$ cat src/rtl/e203_dtcm_arbt_pkg.sv
// Shared widths, channel count and sequencer state encoding for the DTCM arbiter.
package e203_dtcm_arbt_pkg;

   localparam int E203_DTCM_RAM_AW    = 12;
   localparam int E203_DTCM_RAM_DW    = 32;
   localparam int E203_DTCM_RAM_MW    = E203_DTCM_RAM_DW / 8;
   localparam int E203_DTCM_ARBT_CH_N = 2;

   typedef enum logic {
      E203_DTCM_ARBT_IDLE = 1'b0,
      E203_DTCM_ARBT_RSP  = 1'b1
   } arbt_state_e;

endpackage

$ cat src/rtl/e203_dtcm_arbt_if.sv
// Bundle of both command/response channels plus the DTCM RAM port.
// The slave modport is the arbiter's view; master is the requesters' and RAM's view.
interface e203_dtcm_arbt_if
   import e203_dtcm_arbt_pkg::*;
#(
   parameter int AW = E203_DTCM_RAM_AW,
   parameter int DW = E203_DTCM_RAM_DW,
   parameter int MW = E203_DTCM_RAM_MW
);

   logic          ch0_cmd_valid, ch0_cmd_ready, ch0_cmd_read;
   logic [AW-1:0] ch0_cmd_addr;
   logic [DW-1:0] ch0_cmd_wdata;
   logic [MW-1:0] ch0_cmd_wmask;
   logic          ch0_rsp_valid, ch0_rsp_ready;
   logic [DW-1:0] ch0_rsp_rdata;

   logic          ch1_cmd_valid, ch1_cmd_ready, ch1_cmd_read;
   logic [AW-1:0] ch1_cmd_addr;
   logic [DW-1:0] ch1_cmd_wdata;
   logic [MW-1:0] ch1_cmd_wmask;
   logic          ch1_rsp_valid, ch1_rsp_ready;
   logic [DW-1:0] ch1_rsp_rdata;

   logic          ram_cs, ram_we;
   logic [AW-1:0] ram_addr;
   logic [MW-1:0] ram_wem;
   logic [DW-1:0] ram_din;
   logic [DW-1:0] ram_dout;

   modport slave (
      input  ch0_cmd_valid, ch0_cmd_read, ch0_cmd_addr, ch0_cmd_wdata, ch0_cmd_wmask, ch0_rsp_ready,
      input  ch1_cmd_valid, ch1_cmd_read, ch1_cmd_addr, ch1_cmd_wdata, ch1_cmd_wmask, ch1_rsp_ready,
      input  ram_dout,
      output ch0_cmd_ready, ch0_rsp_valid, ch0_rsp_rdata,
      output ch1_cmd_ready, ch1_rsp_valid, ch1_rsp_rdata,
      output ram_cs, ram_we, ram_addr, ram_wem, ram_din
   );

   modport master (
      output ch0_cmd_valid, ch0_cmd_read, ch0_cmd_addr, ch0_cmd_wdata, ch0_cmd_wmask, ch0_rsp_ready,
      output ch1_cmd_valid, ch1_cmd_read, ch1_cmd_addr, ch1_cmd_wdata, ch1_cmd_wmask, ch1_rsp_ready,
      output ram_dout,
      input  ch0_cmd_ready, ch0_rsp_valid, ch0_rsp_rdata,
      input  ch1_cmd_ready, ch1_rsp_valid, ch1_rsp_rdata,
      input  ram_cs, ram_we, ram_addr, ram_wem, ram_din
   );

endinterface

$ cat src/rtl/e203_dtcm_arbt_rsp_buf.sv
// Single-outstanding response sequencer: tracks owner, returns live RAM data in the
// first response cycle and a held copy while the owner back-pressures.
module e203_dtcm_arbt_rsp_buf
   import e203_dtcm_arbt_pkg::*;
#(
   parameter int DW = E203_DTCM_RAM_DW
)
(
   input  logic                           clk,
   input  logic                           rst,
   input  logic                           cmd_fire_i,
   input  logic                           cmd_ch_i,
   input  logic                           cmd_read_i,
   input  logic [DW-1:0]                  ram_dout_i,
   input  logic [E203_DTCM_ARBT_CH_N-1:0] rsp_ready_i,
   output logic                           can_acc_o,
   output logic                           rsp_valid0_o,
   output logic                           rsp_valid1_o,
   output logic [DW-1:0]                  rsp_rdata0_o,
   output logic [DW-1:0]                  rsp_rdata1_o
);

   arbt_state_e   state_q, state_d;
   logic          owner_q, owner_d;
   logic          first_q, first_d;
   logic          rd_q, rd_d;
   logic [DW-1:0] hold_q, hold_d;
   logic          rsp_fire;
   logic [DW-1:0] rdata;

   always_ff @(posedge clk or posedge rst) begin
      if (rst) begin
         state_q <= E203_DTCM_ARBT_IDLE;
         owner_q <= 1'b0;
         first_q <= 1'b0;
         rd_q    <= 1'b0;
         hold_q  <= '0;
      end else begin
         state_q <= state_d;
         owner_q <= owner_d;
         first_q <= first_d;
         rd_q    <= rd_d;
         hold_q  <= hold_d;
      end
   end

   assign rsp_fire  = (state_q == E203_DTCM_ARBT_RSP) & rsp_ready_i[owner_q];
   assign can_acc_o = (state_q == E203_DTCM_ARBT_IDLE) | rsp_fire;

   always_comb begin
      state_d = state_q;
      owner_d = owner_q;
      first_d = 1'b0;
      rd_d    = rd_q;
      // RAM output is only guaranteed in the cycle right after the access.
      hold_d  = first_q ? ram_dout_i : hold_q;
      if (cmd_fire_i) begin
         state_d = E203_DTCM_ARBT_RSP;
         owner_d = cmd_ch_i;
         first_d = 1'b1;
         rd_d    = cmd_read_i;
      end else if (rsp_fire) begin
         state_d = E203_DTCM_ARBT_IDLE;
      end
   end

   assign rdata        = ~rd_q ? '0 : (first_q ? ram_dout_i : hold_q);
   assign rsp_valid0_o = (state_q == E203_DTCM_ARBT_RSP) & ~owner_q;
   assign rsp_valid1_o = (state_q == E203_DTCM_ARBT_RSP) &  owner_q;
   assign rsp_rdata0_o = rsp_valid0_o ? rdata : '0;
   assign rsp_rdata1_o = rsp_valid1_o ? rdata : '0;

endmodule

$ cat src/rtl/e203_dtcm_arbt.sv
// Two-channel DTCM arbiter and RAM mux. Define E203_DTCM_ARBT_RR_EN for round-robin
// arbitration; otherwise channel 0 has fixed priority.
module e203_dtcm_arbt
   import e203_dtcm_arbt_pkg::*;
#(
   parameter int AW = E203_DTCM_RAM_AW,
   parameter int DW = E203_DTCM_RAM_DW,
   parameter int MW = E203_DTCM_RAM_MW
)
(
   input  logic             clk,
   input  logic             rst,
   e203_dtcm_arbt_if.slave  bus
);

   logic          grant0, grant1;
   logic          can_acc;
   logic          fire0, fire1, cmd_fire;
   logic          sel_read;
   logic [AW-1:0] sel_addr;
   logic [DW-1:0] sel_din;
   logic [MW-1:0] sel_mask;

`ifdef E203_DTCM_ARBT_RR_EN
   logic last_q, last_d;

   assign grant0 = bus.ch0_cmd_valid & (~bus.ch1_cmd_valid |  last_q);
   assign grant1 = bus.ch1_cmd_valid & (~bus.ch0_cmd_valid | ~last_q);
   assign last_d = cmd_fire ? fire1 : last_q;

   always_ff @(posedge clk or posedge rst) begin
      if (rst) last_q <= 1'b0;
      else     last_q <= last_d;
   end
`else
   assign grant0 = bus.ch0_cmd_valid;
   assign grant1 = bus.ch1_cmd_valid & ~bus.ch0_cmd_valid;
`endif

   // Ready is masked during reset because the sequencer reads IDLE then.
   assign bus.ch0_cmd_ready = ~rst & can_acc & grant0;
   assign bus.ch1_cmd_ready = ~rst & can_acc & grant1;
   assign fire0    = bus.ch0_cmd_valid & bus.ch0_cmd_ready;
   assign fire1    = bus.ch1_cmd_valid & bus.ch1_cmd_ready;
   assign cmd_fire = fire0 | fire1;

   assign sel_read = grant1 ? bus.ch1_cmd_read  : bus.ch0_cmd_read;
   assign sel_addr = grant1 ? bus.ch1_cmd_addr  : bus.ch0_cmd_addr;
   assign sel_din  = grant1 ? bus.ch1_cmd_wdata : bus.ch0_cmd_wdata;
   assign sel_mask = grant1 ? bus.ch1_cmd_wmask : bus.ch0_cmd_wmask;

   assign bus.ram_cs   = cmd_fire;
   assign bus.ram_we   = cmd_fire & ~sel_read;
   assign bus.ram_addr = sel_addr;
   assign bus.ram_din  = sel_din;
   assign bus.ram_wem  = (cmd_fire & ~sel_read) ? sel_mask : '0;

   e203_dtcm_arbt_rsp_buf #(.DW(DW)) u_rsp_buf (
      .clk          (clk),
      .rst          (rst),
      .cmd_fire_i   (cmd_fire),
      .cmd_ch_i     (fire1),
      .cmd_read_i   (sel_read),
      .ram_dout_i   (bus.ram_dout),
      .rsp_ready_i  ({bus.ch1_rsp_ready, bus.ch0_rsp_ready}),
      .can_acc_o    (can_acc),
      .rsp_valid0_o (bus.ch0_rsp_valid),
      .rsp_valid1_o (bus.ch1_rsp_valid),
      .rsp_rdata0_o (bus.ch0_rsp_rdata),
      .rsp_rdata1_o (bus.ch1_rsp_rdata)
   );

endmodule

$ cat src/flat_wrapper.sv
// flat-port wrapper written by rule: the top's interface ports become plain ports
module e203_dtcm_arbt_flat import e203_dtcm_arbt_pkg::*;
#(
   parameter int AW = E203_DTCM_RAM_AW,
   parameter int DW = E203_DTCM_RAM_DW,
   parameter int MW = E203_DTCM_RAM_MW
)
  (clk, rst, bus_ch0_cmd_valid, bus_ch0_cmd_read, bus_ch0_cmd_addr, bus_ch0_cmd_wdata, bus_ch0_cmd_wmask, bus_ch0_rsp_ready, bus_ch1_cmd_valid, bus_ch1_cmd_read, bus_ch1_cmd_addr, bus_ch1_cmd_wdata, bus_ch1_cmd_wmask, bus_ch1_rsp_ready, bus_ram_dout, bus_ch0_cmd_ready, bus_ch0_rsp_valid, bus_ch0_rsp_rdata, bus_ch1_cmd_ready, bus_ch1_rsp_valid, bus_ch1_rsp_rdata, bus_ram_cs, bus_ram_we, bus_ram_addr, bus_ram_wem, bus_ram_din);
  e203_dtcm_arbt_if #(.AW(AW), .DW(DW), .MW(MW)) bus_i ();
  input  logic clk;
  input  logic rst;
  input wire logic [$bits(bus_i.ch0_cmd_valid)-1:0] bus_ch0_cmd_valid;
  input wire logic [$bits(bus_i.ch0_cmd_read)-1:0] bus_ch0_cmd_read;
  input wire logic [$bits(bus_i.ch0_cmd_addr)-1:0] bus_ch0_cmd_addr;
  input wire logic [$bits(bus_i.ch0_cmd_wdata)-1:0] bus_ch0_cmd_wdata;
  input wire logic [$bits(bus_i.ch0_cmd_wmask)-1:0] bus_ch0_cmd_wmask;
  input wire logic [$bits(bus_i.ch0_rsp_ready)-1:0] bus_ch0_rsp_ready;
  input wire logic [$bits(bus_i.ch1_cmd_valid)-1:0] bus_ch1_cmd_valid;
  input wire logic [$bits(bus_i.ch1_cmd_read)-1:0] bus_ch1_cmd_read;
  input wire logic [$bits(bus_i.ch1_cmd_addr)-1:0] bus_ch1_cmd_addr;
  input wire logic [$bits(bus_i.ch1_cmd_wdata)-1:0] bus_ch1_cmd_wdata;
  input wire logic [$bits(bus_i.ch1_cmd_wmask)-1:0] bus_ch1_cmd_wmask;
  input wire logic [$bits(bus_i.ch1_rsp_ready)-1:0] bus_ch1_rsp_ready;
  input wire logic [$bits(bus_i.ram_dout)-1:0] bus_ram_dout;
  output wire logic [$bits(bus_i.ch0_cmd_ready)-1:0] bus_ch0_cmd_ready;
  output wire logic [$bits(bus_i.ch0_rsp_valid)-1:0] bus_ch0_rsp_valid;
  output wire logic [$bits(bus_i.ch0_rsp_rdata)-1:0] bus_ch0_rsp_rdata;
  output wire logic [$bits(bus_i.ch1_cmd_ready)-1:0] bus_ch1_cmd_ready;
  output wire logic [$bits(bus_i.ch1_rsp_valid)-1:0] bus_ch1_rsp_valid;
  output wire logic [$bits(bus_i.ch1_rsp_rdata)-1:0] bus_ch1_rsp_rdata;
  output wire logic [$bits(bus_i.ram_cs)-1:0] bus_ram_cs;
  output wire logic [$bits(bus_i.ram_we)-1:0] bus_ram_we;
  output wire logic [$bits(bus_i.ram_addr)-1:0] bus_ram_addr;
  output wire logic [$bits(bus_i.ram_wem)-1:0] bus_ram_wem;
  output wire logic [$bits(bus_i.ram_din)-1:0] bus_ram_din;
  assign bus_i.ch0_cmd_valid = bus_ch0_cmd_valid;
  assign bus_i.ch0_cmd_read = bus_ch0_cmd_read;
  assign bus_i.ch0_cmd_addr = bus_ch0_cmd_addr;
  assign bus_i.ch0_cmd_wdata = bus_ch0_cmd_wdata;
  assign bus_i.ch0_cmd_wmask = bus_ch0_cmd_wmask;
  assign bus_i.ch0_rsp_ready = bus_ch0_rsp_ready;
  assign bus_i.ch1_cmd_valid = bus_ch1_cmd_valid;
  assign bus_i.ch1_cmd_read = bus_ch1_cmd_read;
  assign bus_i.ch1_cmd_addr = bus_ch1_cmd_addr;
  assign bus_i.ch1_cmd_wdata = bus_ch1_cmd_wdata;
  assign bus_i.ch1_cmd_wmask = bus_ch1_cmd_wmask;
  assign bus_i.ch1_rsp_ready = bus_ch1_rsp_ready;
  assign bus_i.ram_dout = bus_ram_dout;
  assign bus_ch0_cmd_ready = bus_i.ch0_cmd_ready;
  assign bus_ch0_rsp_valid = bus_i.ch0_rsp_valid;
  assign bus_ch0_rsp_rdata = bus_i.ch0_rsp_rdata;
  assign bus_ch1_cmd_ready = bus_i.ch1_cmd_ready;
  assign bus_ch1_rsp_valid = bus_i.ch1_rsp_valid;
  assign bus_ch1_rsp_rdata = bus_i.ch1_rsp_rdata;
  assign bus_ram_cs = bus_i.ram_cs;
  assign bus_ram_we = bus_i.ram_we;
  assign bus_ram_addr = bus_i.ram_addr;
  assign bus_ram_wem = bus_i.ram_wem;
  assign bus_ram_din = bus_i.ram_din;
  e203_dtcm_arbt #(.AW(AW), .DW(DW), .MW(MW)) u_core (.clk(clk), .rst(rst), .bus(bus_i));
endmodule
$ cat config.mk
export PLATFORM = sky130hd
export DESIGN_NAME = e203_dtcm_arbt_flat
export DESIGN_NICKNAME = d
export VERILOG_FILES = /design/src/rtl/e203_dtcm_arbt_pkg.sv /design/src/rtl/e203_dtcm_arbt_if.sv /design/src/rtl/e203_dtcm_arbt_rsp_buf.sv /design/src/rtl/e203_dtcm_arbt.sv /design/src/flat_wrapper.sv
export SDC_FILE = /design/constraint.sdc
export NUM_CORES = 1
export LEC_CHECK = 0
export BUFFER_PORTS_ARGS = -buffer_cell sky130_fd_sc_hd__buf_4
export CAP_MARGIN = 20
export CORE_ASPECT_RATIO = 0.5
export CORE_UTILIZATION = 32
export CTS_CLUSTER_SIZE = 20
export DETAILED_ROUTE_END_ITERATION = 16
export GPL_TIMING_DRIVEN = 0
export PLACE_DENSITY = 0.77
export SYNTH_ARGS = -nofsm -noshare
export SYNTH_HDL_FRONTEND = slang
export SYNTH_SLANG_ARGS = --single-unit
$ cat constraint.sdc
create_clock -name clk -period 1.35 [get_ports clk]
set_input_delay 0.27 -clock clk [delete_from_list [all_inputs] [get_ports clk]]
set_output_delay 0.27 -clock clk [all_outputs]
set_load 0.005 [all_outputs]
==> flow_metrics.tcl, run 1 <==
set metrics [dict create \
    status "finished, violations left" \
    violations "setup timing" \
    setup_tns_ps -37580 \
    port_buffers 253 \
    crit_chain "nand3b_1 -> buf_6 -> buf_12 -> nor2_1 -> buf_4" \
    dr.pass1.iters 5 \
    fmaxAchievable_mhz 523 \
    fillerInstances 130 \
    die_w_um 124 \
    dr_total_vias 4082 \
    grt_pass1_vias 3537 \
    fp.coreArea_um2 6910 \
    post-route-period-util_pct 142 \
    synth_largest_area_cell "dfrtp_1" \
    syn2layout_area_growth_pct 181 \
    regArea_um2 905 \
    yosysWarnings 0 \
    utilization_pct 96.4 \
    cp-end-kind "output port" \
    path_delay_family "flip-flops" \
    crit_buf_inv 3 \
    slew_headroom_pct 42.9 \
    setup-violations-final 121 \
    max_cap_violations 0 \
    slowest_delay_ps 530 \
    r2r.worst_path.cells 6 \
    ys.flop_type "dfrtp_1" \
    postRouteWirelength_mm 17.5 \
    io_pins 254 \
    final_design_area_no_fill_um2 6660 \
    r2r-end "u_core.u_rsp_buf.rd_q$_DFFE_PP0P_" \
    synth_area_um2 2370 \
    dp.final_hpwl_mm 7.30 \
    multiInputGateArea_um2 2340 \
    grt_max_degree 20 \
    period_minus_slack_ps 1910 \
    yosys.cell_count.top_type "nand2_1" \
    num_rows 21 \
    syn_nets 482 \
    ctsLongestPathBuffers 2 \
    grt_antenna_before_repair 0 \
    clock_latency_ps 280 \
    cp.arrival_ps 1640 \
    p_leak_nw 3.45 \
    drv_slew 0 \
    gp_congestion 0.796 \
    critPathMaxFanout 10 \
    pre_cts_ws_ps -492 \
    synthTopCellsByArea "dfrtp_1, nand2_1, mux2i_1, nor2_1, inv_1" \
    yosys.cell_types.count 22 \
    power_density_nw_per_um2 940 \
    synth_seq_area_share_pct 38.1 \
    synth_edf_count 0 \
    final_hold_viol_count 0 \
    ys_top_cells_by_count "nand2_1, nor2_1, dfrtp_1" \
    critical_path_class "reg -> out" \
    synthCells 346 \
    drt_first_iter_violations 337 \
    hold_path_class "in -> async" \
    r2r_slack_ps -270 \
    fin_ws_ps -564 \
    grt.overflow.total 0 \
    ant_nets 0 \
    rsz0062_at_grt "yes" \
    cp_slowest_cell "dfrtp_2" \
    h-tree-depth 2 \
    skew_ps 2.17 \
    cts_inserted_buffers 5 \
    clock-sinks 36 \
    postCtsHoldBufs 0 \
    clk_pin_slew_ps 60 \
    r2r-start "u_core.u_rsp_buf.owner_q$_DFFE_PP0P_" \
    drc 0 \
    routedWlPerCell_um 23.5 \
    grt_usage_pct 27.9 \
    tritoncts "done" \
    async_flop_share_pct 100 \
    ir_drop_mv 0.736 \
    die-height_um 62.8 \
    start_util_pct 34.2 \
    antennaDiodeCount 0 \
    drt-vias-per-instance 5.50 \
    worst_ep_required_time_ps 1080 \
    drive_gt1_share_pct 80.8 \
    nets 786 \
    worst_slew_pin_slew_ps 856 \
    cp-start-kind "flip-flop" \
    grt_first_pass_wirelength_mm 17.0 \
    yosysTopAreaCellShare_pct 38.1 \
    power_mw 6.26 \
    synth_seq_cells 36 \
    clockRootBuffer "clkbuf_16" \
    avgSynthCellArea_um2 6.84 \
    place_area_um2 4410 \
    dieArea_um2 7760 \
]
[worst register-to-register path, delay by kind of cell, from the launching register on]
| kind | cells | cell delay (ps) |
|---|---|---|
| multiplexers | 2 | 510 |
| flip-flops | 1 | 450 |
| buffers and inverters | 3 | 390 |
| AO/OA/AOI/OAI | 1 | 160 |
[state kept, by name (all words and copies together), names as in the netlist]
register,cells
u_core.u_rsp_buf.rd_q,1
u_core.u_rsp_buf.first_q,1
u_core.u_rsp_buf.owner_q,1
u_core.u_rsp_buf.hold_q,32
u_core.u_rsp_buf.state_q,1
[worst max path at each step]
stage	start	end	slack [ps]	depth (start not counted)
after detailed placement	bus_ch0_cmd_valid	bus_ram_addr[0]	-490	7
after global routing	u_core.u_rsp_buf.state_q$_DFFE_PP0P_	bus_ch0_rsp_rdata[12]	-550	5
after global placement	bus_ch0_cmd_valid	bus_ram_addr[0]	-500	7
final	u_core.u_rsp_buf.state_q$_DFFE_PP0P_	bus_ch0_rsp_rdata[12]	-560	5
after CTS	u_core.u_rsp_buf.first_q$_DFF_PP0_	bus_ch1_rsp_rdata[14]	-370	4
after floorplan	u_core.u_rsp_buf.first_q$_DFF_PP0_	bus_ch0_rsp_rdata[10]	-50	4
[area by class of cell]
| type | instances | area share [%] |
|---|---|---|
| Timing Repair Buffer | 299 | 40.8 |
| Multi-Input combinational cell | 256 | 35.1 |
| Sequential cell | 36 | 13.6 |
| Buffer | 18 | 4.85 |
| Clock buffer | 6 | 1.94 |
| Inverter | 34 | 1.92 |
| Tap cell | 92 | 1.73 |
| Clock inverter | 1 | 0.0751 |
[cell usage in the layout, fill, tap and decap left out, drive strengths merged]
cell / instances
nor2b: 2
nand2b: 2
nand2: 134
nor3b: 1
nand3: 1
and2: 1
o22a: 1
a22oi: 4
a21oi: 2
clkinv: 1
o21bai: 1
dfrtp: 36
a21o: 1
nor2: 66
nor3: 4
buf: 305
nand3b: 1
mux2: 2
clkbuf: 18
inv: 34
mux2i: 33
[report_power, final]
part / total, mW / internal, mW / switching [mW]
registers: 1.59 / 1.33 / 0.261
clock network: 1.13 / 0.671 / 0.455
logic: 3.54 / 1.91 / 1.63
total: 6.26 / 3.91 / 2.35
[per-stage QoR]
stage          instances  hold slack, ps
4_1_cts              723             201
6_report             742             191
3_3_place_gp         691             479
5_1_grt              742             251
2_1_floorplan        346             431
3_5_place_dp         692             484
[logic make-up after synthesis]
logic type | synth area share (%)
compound gates | 2.70
flops | 38.1
simple gates | 34.7
mux | 15.2
buf+inv | 9.25
[repair_timing]
| action | 4_1_cts | 5_1_grt |
|---|---|---|
| pin swaps | 86 | 91 |
| gates cloned | 7 | 8 |
| resized for setup | 228 | 198 |
| endpoints found under the setup margin | 146 | 120 |
| setup buffers | 18 | 14 |
[routing by layer]
layer	vias to the layer above	wire [um]	global-route usage (%)
met1	1995	6020	31.5
met2	317	9010	52.8
met3	106	1390	5.02
met4	0	1050	7.98
li1	1664	-	-
met5	-	0	0
(Power assumes the default switching activity.)
==> run 2: changes to the inputs <==
--- a/config.mk
+++ b/config.mk
@@ -7,12 +7,14 @@
 export LEC_CHECK = 0
 export BUFFER_PORTS_ARGS = -buffer_cell sky130_fd_sc_hd__buf_4
 export CAP_MARGIN = 20
-export CORE_ASPECT_RATIO = 0.5
-export CORE_UTILIZATION = 32
+export CORE_AREA = 2 2 98 100
 export CTS_CLUSTER_SIZE = 20
 export DETAILED_ROUTE_END_ITERATION = 16
+export DIE_AREA = 0 0 100 102
 export GPL_TIMING_DRIVEN = 0
-export PLACE_DENSITY = 0.77
+export PLACE_DENSITY = 0.66
+export REMOVE_ABC_BUFFERS = 1
 export SYNTH_ARGS = -nofsm -noshare
 export SYNTH_HDL_FRONTEND = slang
+export SYNTH_HIERARCHICAL = 1
 export SYNTH_SLANG_ARGS = --single-unit
==> constraint.sdc (replaced) <==
create_clock -name clk -period 2.5 [get_ports clk]
set_input_delay 0.5 -clock clk [delete_from_list [all_inputs] [get_ports clk]]
set_output_delay 0.5 -clock clk [all_outputs]
set_load 0.005 [all_outputs]
==> run 2 against run 1 <==
  * The flow now finishes without violations
  * Sequential share of layout area grew 5.8 points
  * Non-clock buffer count fell by 63
  * Routed wire length decreased by 47%
  * Power fell by 67%
  * Sequential cell count is the same
  * Synthesized cell count decreased by 26%
  * Cell count down 18%
  * Register-to-register slack improved by 1000 ps
  * First-iteration DRC count decreased by 89%
  * Setup slack better by 650 ps
  * Sequential power shrank 53%
  * Count of clock-buffer cells in the layout increased by 1
  * Highest routed layer unchanged
==> flow_metrics.tcl, run 2 <==
set metrics [dict create \
    rsz0062_at_grt "no" \
    grt_usage_pct 17.5 \
    dieArea_um2 10200 \
    power_mw 2.07 \
    nets 636 \
    grt_pass1_vias 2634 \
    clockRootBuffer "clkbuf_8" \
    multiInputGateArea_um2 1480 \
    r2r_slack_ps 770 \
    post-route-period-util_pct 96.7 \
    drc 0 \
    period_minus_slack_ps 2420 \
    final_hold_viol_count 0 \
    synthSimpleGateAreaFrac_pct 13.7 \
    cp_slowest_cell "nand2b_4" \
    power_density_nw_per_um2 443 \
    start_util_pct 29.9 \
    skew_ps 6.10 \
    yosysWarnings 6 \
    synth_area_um2 2730 \
    dr.pass1.iters 4 \
    crit_chain "buf_4 -> nand2b_4 -> mux2_2 -> buf_4" \
    fmaxAchievable_mhz 414 \
    r2r-end "u_core/u_rsp_buf/owner_q$_DFFE_PP0P_" \
    p_leak_nw 2.68 \
    grt.overflow.total 0 \
    avgSynthCellArea_um2 10.7 \
    synth-adder-area-share_pct 0 \
    slew_headroom_pct 38.2 \
    clk_pin_slew_ps 70 \
    ant_nets 0 \
    fp.coreArea_um2 9110 \
    yosys.cell_count.top_type "nor2_1" \
    path_delay_family "simple AND/OR/NAND/NOR gates" \
    top_register "u_core/u_rsp_buf/hold_q" \
    yosys.cell_types.count 22 \
    die_w_um 100 \
    synthCells 255 \
    ys.flop_type "dfrtp_1" \
    drt-vias-per-instance 4.32 \
    worst_ep_required_time_ps 2000 \
    synth_seq_area_share_pct 33.1 \
    status "finished clean" \
    ctsLongestPathBuffers 2 \
    synthTopCellsByArea "dfrtp_1, mux2_4, mux2i_1, nor2_1, inv_1" \
    max_cap_violations 0 \
    drive_gt1_share_pct 64.7 \
    r2r.worst_path.cells 5 \
    die-height_um 102 \
    drt_first_iter_violations 37 \
    synth_edf_count 0 \
    async_flop_share_pct 100 \
    grt_first_pass_wirelength_mm 13.8 \
    cp.arrival_ps 1920 \
    setup-violations-final 0 \
    crit_buf_inv 2 \
    clock_latency_ps 280 \
    place_area_um2 4560 \
    postCtsSetupRepairBufs 0 \
    r2r-start "u_core/u_rsp_buf/owner_q$_DFFE_PP0P_" \
    io_pins 254 \
    final_common_cell "buf_4" \
    h-tree-depth 2 \
    antennaDiodeCount 0 \
    postRouteWirelength_mm 9.28 \
    critical_path_class "in -> out" \
    slowest_delay_ps 730 \
    largest_register_ffs 32 \
    regArea_um2 902 \
    ir_drop_mv 0.221 \
    hold_path_class "in -> async" \
    tritoncts "done" \
    utilization_pct 51.2 \
    cpMostUsedCell "buf_4" \
    setup_tns_ps 0 \
    yosysTopAreaCellShare_pct 33.1 \
    fillerInstances 853 \
    synth-xor-area-share_pct 0 \
    synth_seq_cells 36 \
    cts_inserted_buffers 5 \
    cp-start-kind "primary input" \
    port_buffers 253 \
    muxShareOfSynthArea_pct 39.8 \
    hold_ws_ps 354 \
    synth_top_family_by_area "multiplexers" \
    cp-end-kind "output port" \
    final_cell_mix "buf_4, nor2_1, mux2_4" \
    gp_congestion 0.785 \
    dp.final_hpwl_mm 7.91 \
    synth-compound-area-share_pct 0.551 \
    grt_max_degree 52 \
    routedWlPerCell_um 15.2 \
    dr_total_vias 2643 \
    drv_slew 0 \
    synth_largest_area_cell "dfrtp_1" \
    syn2layout_area_growth_pct 71.1 \
    worst_slew_pin_slew_ps 927 \
    ys_top_cells_by_count "nor2_1, mux2_4, dfrtp_1" \
    final_design_area_no_fill_um2 4660 \
    grt_antenna_before_repair 0 \
    num_rows 35 \
    postCtsHoldBufs 0 \
    critPathMaxFanout 51 \
    clock-sinks 36 \
]
==> run 2: layer usage <==
layer  share of wire [%]  global-route usage (%)
met1                  35                    17.8
met2                  55                    34.7
met3                 8.7                    5.47
met4                 1.3                    4.11
met5                   0                       0
==> run 2: power by group <==
group          switching, mW  internal [mW]  total (mW)
Sequential            0.0482          0.698       0.746
Combinational          0.379          0.516       0.896
Clock                  0.200          0.224       0.424
Total                  0.627           1.44        2.07
==> run 2: area by class of cell <==
class,count,share of cell area [%]
sequential,36,19.4
tap,111,2.98
clock buffer,7,1.85
multi-input combinational,168,31.7
inverter,35,2.82
clock inverter,1,0.161
timing repair buffer,254,41.2
==> run 2: logic make-up after synthesis <==
kind of cell	count (synthesis)
buffers and inverters	51
flip-flops	36
AND/OR/NAND/NOR	82
AO/OA/AOI/OAI	2
multiplexers	84
==> run 2: repair_timing <==
item | 4_1_cts | 5_1_grt
resized for setup | 0 | 1
endpoints found under the hold margin | 0 | 0
endpoints found under the setup margin | 0 | 5
==> run 2: worst register-to-register path: stages, from the launching register on <==
cell,delay (ps)
dfrtp_1,460
mux2i_1,170
nand2_1,80
nand2b_1,160
nor2_1,370
mux2_2,380
==> run 2: worst max-delay path by stage <==
stage	start	end	slack (ps)	depth (start not counted)
3_5_place_dp	bus_ch0_cmd_valid	bus_ram_din[31]	80	4
2_1_floorplan	u_core/u_rsp_buf/first_q$_DFF_PP0_	bus_ch0_rsp_rdata[21]	290	2
5_1_grt	bus_ch0_cmd_valid	bus_ram_wem[0]	20	5
4_1_cts	u_core/u_rsp_buf/owner_q$_DFFE_PP0P_	bus_ram_wem[0]	40	6
6_report	bus_ch0_cmd_valid	bus_ram_din[31]	80	4
3_3_place_gp	u_core/u_rsp_buf/first_q$_DFF_PP0_	bus_ch0_rsp_rdata[18]	-270	3
==> run 2: per-stage QoR <==
stage                     setup slack (ps)  cells
after global routing                  21.5    612
after CTS                             39.9    612
after floorplan                        286    239
after detailed placement              78.4    604
final                                 83.0    612
after global placement                -266    603
==> run 3: changes to the inputs <==
==> constraint.sdc (replaced) <==
create_clock -name clk -period 3.13 [get_ports clk]
set_input_delay 0.4695 -clock clk [delete_from_list [all_inputs] [get_ports clk]]
set_output_delay 0.4695 -clock clk [all_outputs]
set_load 0.005 [all_outputs]
==> run 3 against run 2 <==
  * Setup slack better by 680 ps
  * Combinational power is 20% lower
  * Routed wire length hardly changed
  * Critical endpoint is now bus_ram_wem[3]
  * Sequential share of layout area hardly changed
  * Hold slack worse by 31 ps
  * Clock power is 20% lower
  * First-iteration DRC count stayed put
==> flow_metrics.tcl, run 3 (synthesis gave the netlist of run 2 again) <==
set metrics [dict create \
    cts_inserted_buffers 5 \
    dr_total_vias 2643 \
    switching_share_pct 30.4 \
    dp.final_hpwl_mm 7.91 \
    hold_path_class "in -> async" \
    setup_tns_ps 0 \
    worst_ep_required_time_ps 2660 \
    top_register "u_core/u_rsp_buf/hold_q" \
    start_util_pct 29.9 \
    r2r-start "u_core/u_rsp_buf/owner_q$_DFFE_PP0P_" \
    dr.pass1.iters 4 \
    final-instance-count-excl-fill 612 \
    final_cell_mix "buf_4, nor2_1, mux2_4" \
    grt_first_pass_wirelength_mm 13.8 \
    drive_gt1_share_pct 64.5 \
    die-height_um 102 \
    clock_latency_ps 280 \
    utilization_pct 51.1 \
    drt_first_iter_violations 37 \
    clockPowerShare_pct 20.5 \
    grt_usage_pct 17.5 \
    pwr-share-seq_pct 36.1 \
    grt_max_degree 52 \
    port_buffers 253 \
    critPathMaxFanout 6 \
    cp.arrival_ps 1900 \
    r2r-end "u_core/u_rsp_buf/owner_q$_DFFE_PP0P_" \
    drc 0 \
    regArea_um2 902 \
    drv_slew 0 \
    slew_headroom_pct 38.2 \
    cts_resized 0 \
    fp.coreArea_um2 9110 \
    skew_ps 6.10 \
    final_common_cell "buf_4" \
    r2r.worst_path.cells 5 \
    routedWlPerCell_um 15.2 \
    postCtsSetupRepairBufs 0 \
    fillerInstances 854 \
    grt_antenna_before_repair 0 \
    io_pins 254 \
    final_hold_viol_count 0 \
    postRouteWirelength_mm 9.28 \
    clk_pin_slew_ps 70 \
    max_cap_violations 0 \
    r2r_slack_ps 1400 \
    drt-vias-per-instance 4.32 \
    ant_nets 0 \
    cp-end-kind "output port" \
    worst_slew_pin_slew_ps 927 \
    multiInputGateArea_um2 1470 \
    p_leak_nw 2.68 \
    die_w_um 100 \
    internal-power_mw 1.15 \
    num_rows 35 \
    nets 636 \
    syn2layout_area_growth_pct 70.9 \
    status "finished clean" \
    gp_congestion 0.785 \
    fin_ws_ps 765 \
    grt_pass1_vias 2634 \
    dieArea_um2 10200 \
    largest_register_ffs 32 \
    clockRootBuffer "clkbuf_8" \
    netSwitchingPower_mw 0.501 \
    tritoncts "done" \
    post-route-period-util_pct 75.6 \
    rsz0062_at_grt "no" \
    setup-violations-final 0 \
    fmaxAchievable_mhz 423 \
    dp_cells 604 \
    antennaDiodeCount 0 \
    grt.overflow.total 0 \
    postCtsHoldBufs 0 \
    cp-start-kind "flip-flop" \
    ctsLongestPathBuffers 2 \
    clock-sinks 36 \
    pre_cts_ws_ps 769 \
    period_minus_slack_ps 2360 \
    h-tree-depth 2 \
    critical_path_class "reg -> out" \
    ir_drop_mv 0.176 \
    combPwrFrac_pct 43.3 \
    power_density_nw_per_um2 354 \
]
run 3: power groups by stage:
stage / Combinational (mW) / Clock, mW / Sequential, mW
after CTS: 0.728 / 0.356 / 0.597
after global routing: 0.786 / 0.376 / 0.608
final: 0.715 / 0.338 / 0.596
after detailed placement: 0.727 / 0 / 0.607
after floorplan: 0.328 / 0 / 0.610
after global placement: 0.694 / 0 / 0.620
run 3: routing by layer:
layer / share of wire (%) / track usage [%] / up-vias
met5: 0 / 0 / -
met4: 1.3 / 4.11 / 0
met3: 8.7 / 5.47 / 8
met2: 55 / 34.7 / 135
met1: 35 / 17.8 / 1202
li1: - / - / 1298
run 3: cell type report:
| cell class | instances | share of cell area [%] |
|---|---|---|
| multi-input cells | 168 | 31.6 |
| clock buffers | 7 | 1.85 |
| clock inverters | 1 | 0.161 |
| inverters | 35 | 2.82 |
| flip-flops and latches | 36 | 19.4 |
| well taps | 111 | 2.98 |
| repair buffers | 254 | 41.2 |
run 3: stage by stage:
stage               total power, mW  cell area [um2]  hold slack, ps
floorplan                     0.938             2500             466
global placement               1.31             4540             482
detailed placement             1.33             4560             485
CTS                            1.68             4660             358
global route                   1.77             4660             406
finish                         1.65             4660             323
run 3: worst max-delay path by stage:
| stage | to | slack (ps) | cells after the start | from |
|---|---|---|---|---|
| after CTS | bus_ram_wem[0] | 700 | 6 | u_core/u_rsp_buf/owner_q$_DFFE_PP0P_ |
| final | bus_ram_wem[3] | 770 | 6 | u_core/u_rsp_buf/owner_q$_DFFE_PP0P_ |
| after global placement | bus_ch0_rsp_rdata[18] | 390 | 3 | u_core/u_rsp_buf/first_q$_DFF_PP0_ |
| after floorplan | bus_ch0_rsp_rdata[21] | 950 | 2 | u_core/u_rsp_buf/first_q$_DFF_PP0_ |
| after detailed placement | bus_ram_din[31] | 770 | 4 | bus_ch0_cmd_valid |
| after global routing | bus_ram_wem[0] | 570 | 6 | u_core/u_rsp_buf/owner_q$_DFFE_PP0P_ |
run 3: critical path: stages (launching register included):
cell	delay, ps
dfrtp_1	480
mux2i_1	260
nand2_1	80
nand2b_1	220
o21bai_1	320
nor2_1	110
buf_4	160
